**src/rtl/fb_pkg.sv**
```systemverilog
// Shared screen geometry, coordinate widths and scheduler state encoding
// for the framebuffer write scheduler.
package fb_pkg;

  localparam int SCREEN_W = 640;
  localparam int SCREEN_H = 480;
  localparam int X_W      = 10;
  localparam int Y_W      = 9;

  typedef enum logic [1:0] {
    IDLE    = 2'd0,
    CLEAR   = 2'd1,
    DRAW_GO = 2'd2,
    DRAW    = 2'd3
  } fb_state_e;

  function automatic logic in_bounds(input logic [X_W-1:0] x, input logic [Y_W-1:0] y);
    return (x < X_W'(SCREEN_W)) && (y < Y_W'(SCREEN_H));
  endfunction

endpackage

```
**src/rtl/fb_port_reg.sv**
```systemverilog
// Registered framebuffer write port: selects the active engine stream,
// forwards its coordinates one cycle later and gates the write on bounds.
module fb_port_reg
  import fb_pkg::*;
(
  input  logic           clk,
  input  logic           reset,
  input  logic           sel_clr,
  input  logic           sel_line,
  input  logic [X_W-1:0] clr_x,
  input  logic [Y_W-1:0] clr_y,
  input  logic           clr_color,
  input  logic           clr_done,
  input  logic [X_W-1:0] line_x,
  input  logic [Y_W-1:0] line_y,
  input  logic           line_color,
  input  logic           line_done,
  output logic [X_W-1:0] fb_x,
  output logic [Y_W-1:0] fb_y,
  output logic           fb_color,
  output logic           fb_we
);

  logic [X_W-1:0] src_x;
  logic [Y_W-1:0] src_y;
  logic           src_color;
  logic           src_live;
  logic           src_sel;

  always_comb begin
    src_x     = line_x;
    src_y     = line_y;
    src_color = line_color;
    src_live  = ~line_done;
    src_sel   = sel_line;
    if (sel_clr) begin
      src_x     = clr_x;
      src_y     = clr_y;
      src_color = clr_color;
      src_live  = ~clr_done;
      src_sel   = 1'b1;
    end
  end

  // Coordinates hold their last value while no engine is selected.
  always_ff @(posedge clk) begin
    if (reset) begin
      fb_x     <= '0;
      fb_y     <= '0;
      fb_color <= 1'b0;
      fb_we    <= 1'b0;
    end else begin
      if (src_sel) begin
        fb_x     <= src_x;
        fb_y     <= src_y;
        fb_color <= src_color;
      end
      fb_we <= src_sel & src_live & in_bounds(src_x, src_y);
    end
  end

endmodule

```
**src/rtl/fb_sched.sv**
```systemverilog
// Framebuffer scheduler: arbitrates clear and line-draw requests, sequences
// the two pixel engines and muxes their streams onto one write port.
module fb_sched
  import fb_pkg::*;
(
  input  logic           clk,
  input  logic           reset,
  input  logic           clear_req,
  input  logic           draw_req,
  output logic           clr_reset,
  input  logic [X_W-1:0] clr_x,
  input  logic [Y_W-1:0] clr_y,
  input  logic           clr_color,
  input  logic           clr_done,
  output logic           line_start,
  input  logic [X_W-1:0] line_x,
  input  logic [Y_W-1:0] line_y,
  input  logic           line_color,
  input  logic           line_done,
  output logic [X_W-1:0] fb_x,
  output logic [Y_W-1:0] fb_y,
  output logic           fb_color,
  output logic           fb_we,
  output logic           busy
);

  // Engine protocol: an engine's x/y/color are a valid pixel on every cycle
  // it is active and its done is low; done=1 ends the job and that cycle's
  // pixel is discarded. There is no backpressure toward the engines.

  fb_state_e state, state_nxt;
  logic      clr_pend, drw_pend;
  logic      clr_take, drw_take;

  always_ff @(posedge clk) begin
    if (reset) begin
      state    <= IDLE;
      clr_pend <= 1'b0;
      drw_pend <= 1'b0;
    end else begin
      state    <= state_nxt;
      // A request on the consuming edge re-arms the flag.
      clr_pend <= clear_req | (clr_pend & ~clr_take);
      drw_pend <= draw_req  | (drw_pend & ~drw_take);
    end
  end

  always_comb begin
    state_nxt  = state;
    clr_take   = 1'b0;
    drw_take   = 1'b0;
    clr_reset  = 1'b1;
    line_start = 1'b0;
    busy       = 1'b1;
    case (state)
      IDLE: begin
        busy = 1'b0;
        if (clr_pend)      state_nxt = CLEAR;
        else if (drw_pend) state_nxt = DRAW_GO;
      end
      CLEAR: begin
        clr_reset = 1'b0;
        if (clr_done) begin
          state_nxt = IDLE;
          clr_take  = 1'b1;
        end
      end
      DRAW_GO: begin
        line_start = 1'b1;
        drw_take   = 1'b1;
        state_nxt  = DRAW;
      end
      DRAW: begin
        if (line_done) state_nxt = IDLE;
      end
      default: state_nxt = IDLE;
    endcase
  end

  fb_port_reg u_port (
    .clk        (clk),
    .reset      (reset),
    .sel_clr    (state == CLEAR),
    .sel_line   (state == DRAW),
    .clr_x      (clr_x),
    .clr_y      (clr_y),
    .clr_color  (clr_color),
    .clr_done   (clr_done),
    .line_x     (line_x),
    .line_y     (line_y),
    .line_color (line_color),
    .line_done  (line_done),
    .fb_x       (fb_x),
    .fb_y       (fb_y),
    .fb_color   (fb_color),
    .fb_we      (fb_we)
  );

endmodule

```
**config.mk**
```make
export PLATFORM = sky130hd
export DESIGN_NAME = fb_sched
export DESIGN_NICKNAME = d
export VERILOG_FILES = /design/src/rtl/fb_pkg.sv /design/src/rtl/fb_port_reg.sv /design/src/rtl/fb_sched.sv
export SDC_FILE = /design/constraint.sdc
export NUM_CORES = 1
export LEC_CHECK = 0
export CORE_UTILIZATION = 30
export CTS_CLUSTER_SIZE = 14
export DETAILED_ROUTE_END_ITERATION = 7
export GPL_ROUTABILITY_DRIVEN = 0
export PLACE_DENSITY = 0.75
export SLEW_MARGIN = 10
export SYNTH_ARGS = -nofsm -noshare
export SYNTH_HDL_FRONTEND = slang
export SYNTH_HIERARCHICAL = 1
export SYNTH_SLANG_ARGS = --single-unit
```
**constraint.sdc**
```tcl
create_clock -name clk -period 1.73 [get_ports clk]
set_clock_uncertainty 0.15 [all_clocks]
set_input_delay 0.346 -clock clk [delete_from_list [all_inputs] [get_ports clk]]
set_output_delay 0.346 -clock clk [all_outputs]
set_load 0.02 [all_outputs]
```
==> flow_metrics.tcl <==
set metrics [dict create \
    outcome "complete, no violations" \
    yosysSeqAreaShare_pct 39.2 \
    synthToLayoutAreaGrowth_pct 65.9 \
    first_pass_iters 4 \
    fin_nets 238 \
    via_count 1101 \
    cts_buffers 3 \
    start_util_pct 31.7 \
    viasPerCell 4.57 \
    cts_setup_buffers 0 \
    ys_ff_latch 25 \
    critPathTopFamily "buffers and inverters" \
    max-slew-margin-rel_pct 74.5 \
    multi_input_area_um2 711 \
    die_h_um 67.2 \
    cts_resized 6 \
    report.final.setup_viol 0 \
    cts_tree "yes" \
    htreeDepth 1 \
    syn_inst 121 \
    min_period_ns 1.67 \
    whs_ns 0.361 \
    ant_nets 0 \
    grt_max_degree 26 \
    p_leak_nw 1.12 \
    worstSetupEndpointType "output port" \
    clock_latency_ns 0.26 \
    ys_types 26 \
    io_pins 70 \
    timing.fmax_mhz 597 \
    coreArea_um2 4030 \
    hold_violations 0 \
    num_rows 23 \
    setup_tns_ns 0 \
    cts_hold_buf 0 \
    dp_hpwl_mm 2.26 \
    clk_pin_slew_worst_paths_ns 0.08 \
    maxSlewViolCount 0 \
    slowest_delay_ns 0.61 \
    grt.total_usage_pct 14.2 \
    regArea_um2 503 \
    start_kind "flop" \
    period_share_pct 96.8 \
    synthesis.area_um2 1280 \
    synth.avg_cell_area_um2 10.5 \
    grt_overflow 0 \
    crit_buf_inv 1 \
    drc 0 \
    diodes 0 \
    path_cells "clkdlybuf4s50_1" \
    hp-class "reg -> reg" \
    routed_wl_mm 3.06 \
    chipWidth_um 67.2 \
    drive_gt1_share_pct 17.3 \
    antenna_found_initial 0 \
    first_global_vias 1122 \
    n_fill_cell 356 \
    syn_nets 167 \
    critPathRequiredTime_ns 1.23 \
    power_density_nw_per_um2 728 \
    drt-initial-drc-count 28 \
    portBuffers 69 \
    worstMarginPinSlew_ns 0.382 \
    drv_cap 0 \
    path_class "reg -> out" \
    cpMaxStageDelayCell "clkdlybuf4s50_1" \
    post_drt_wl_per_cell_um 12.7 \
    cts_max_path_buffers 2 \
    dieArea_um2 4520 \
    rsz0062_at_grt "no" \
    crit_fanout 1 \
    cts_sinks 25 \
    arrival_ns 1.18 \
    clockRootBuffer "clkbuf_8" \
    peakVddDrop_mv 0.296 \
    grt_pass1_wl_mm 4.87 \
    yosysWarningCount 6 \
]
==> layer usage <==
metal / up-vias / routed length [µm] / global-route usage, %
met5: - / 0 / 0
met4: 0 / 19 / 4.79
met3: 2 / 222 / 2.53
met2: 42 / 1450 / 26.1
met1: 503 / 1370 / 16.3
li1: 554 / - / -
==> cell usage after synthesis (all sizes together) <==
cell	n	area share, %
nor2	27	7.9
dfxtp	25	39
mux2i	20	16
mux2	19	22
buf	5	3.3
inv	4	1.2
nand2	3	0.88
a21oi	2	1.1
clkbuf	2	0.59
nand4	2	0.98
a211o	1	0.69
a211oi	1	0.59
a22oi	1	0.59
a311oi	1	0.69
and2	1	0.59
nand2b	1	0.49
nand3	1	0.39
nand3b	1	0.59
nor2b	1	0.69
o21a	1	0.59
o32ai	1	0.69
or2	1	0.49
==> layout make-up <==
type                    instances  area share (%)
flip-flops and latches         25            23.8
inverters                       4           0.709
clock buffers                   4            2.13
well taps                      50            2.96
multi-input cells              85            33.6
repair buffers                 73            36.9
==> layout by cell type, fill, tap and decap left out, types with 2 or more instances in the layout <==
cell type and instances:
nor2_1 27, buf_4 2, nand2_1 3, dfxtp_1 23
buf_12 2, mux2i_1 20, clkdlybuf4s50_1 46, dlymetal6s2s_1 18
mux2_4 18, nand4_1 2, inv_1 4, clkbuf_8 3
dfxtp_2 2, dlygate4sd2_1 4
==> tightest hold or removal path, cell delays in order, from the launching register on <==
cell,delay [ns]
dfxtp_2,0.36
nand2_1,0.08
a21oi_2,0.05
==> through the flow <==
step           power, mW  area [µm²]  util, %  setup slack (ns)  std cells
3_3_place_gp        1.23        2030     50.5            0.0612        237
2_1_floorplan      0.983        1280        -             0.240        121
5_1_grt             1.63        2120     52.5          0.000666        241
4_1_cts             1.57        2070     51.5           0.00147        241
3_5_place_dp        1.23        2030     50.5            0.0505        237
6_report            1.54        2120     52.5            0.0550        241
==> final timing paths <==
kind | start | endpoint | slack (ns) | cells past startpoint
min reg2reg | state[1] | state[0] | 0.36 | 2
min | state[1] | state[0] | 0.36 | 2
max | u_port/fb_we | fb_we | 0.06 | 1
max reg2reg | state[1] | u_port/fb_x[6] | 0.17 | 5
==> where the power goes <==
| part | switching [mW] | internal (mW) |
|---|---|---|
| clock | 0.177 | 0.164 |
| combinational | 0.222 | 0.314 |
| sequential | 0.0325 | 0.631 |
| total | 0.431 | 1.11 |
==> registers in the layout, summed over array words and instances, names as in the netlist <==
signal / count
u_port/fb_color: 1
drw_pend: 1
u_port/fb_y: 9
state: 2
clr_pend: 1
u_port/fb_we: 1
u_port/fb_x: 10
==> kinds of logic after synthesis <==
group,synth area share [%]
muxes,37.7
DFF,39.2
buffers and inverters,5.10
AOI/OAI and AO/OA,4.90
and+or+nand+nor,13.0
(Power assumes the default switching activity.)
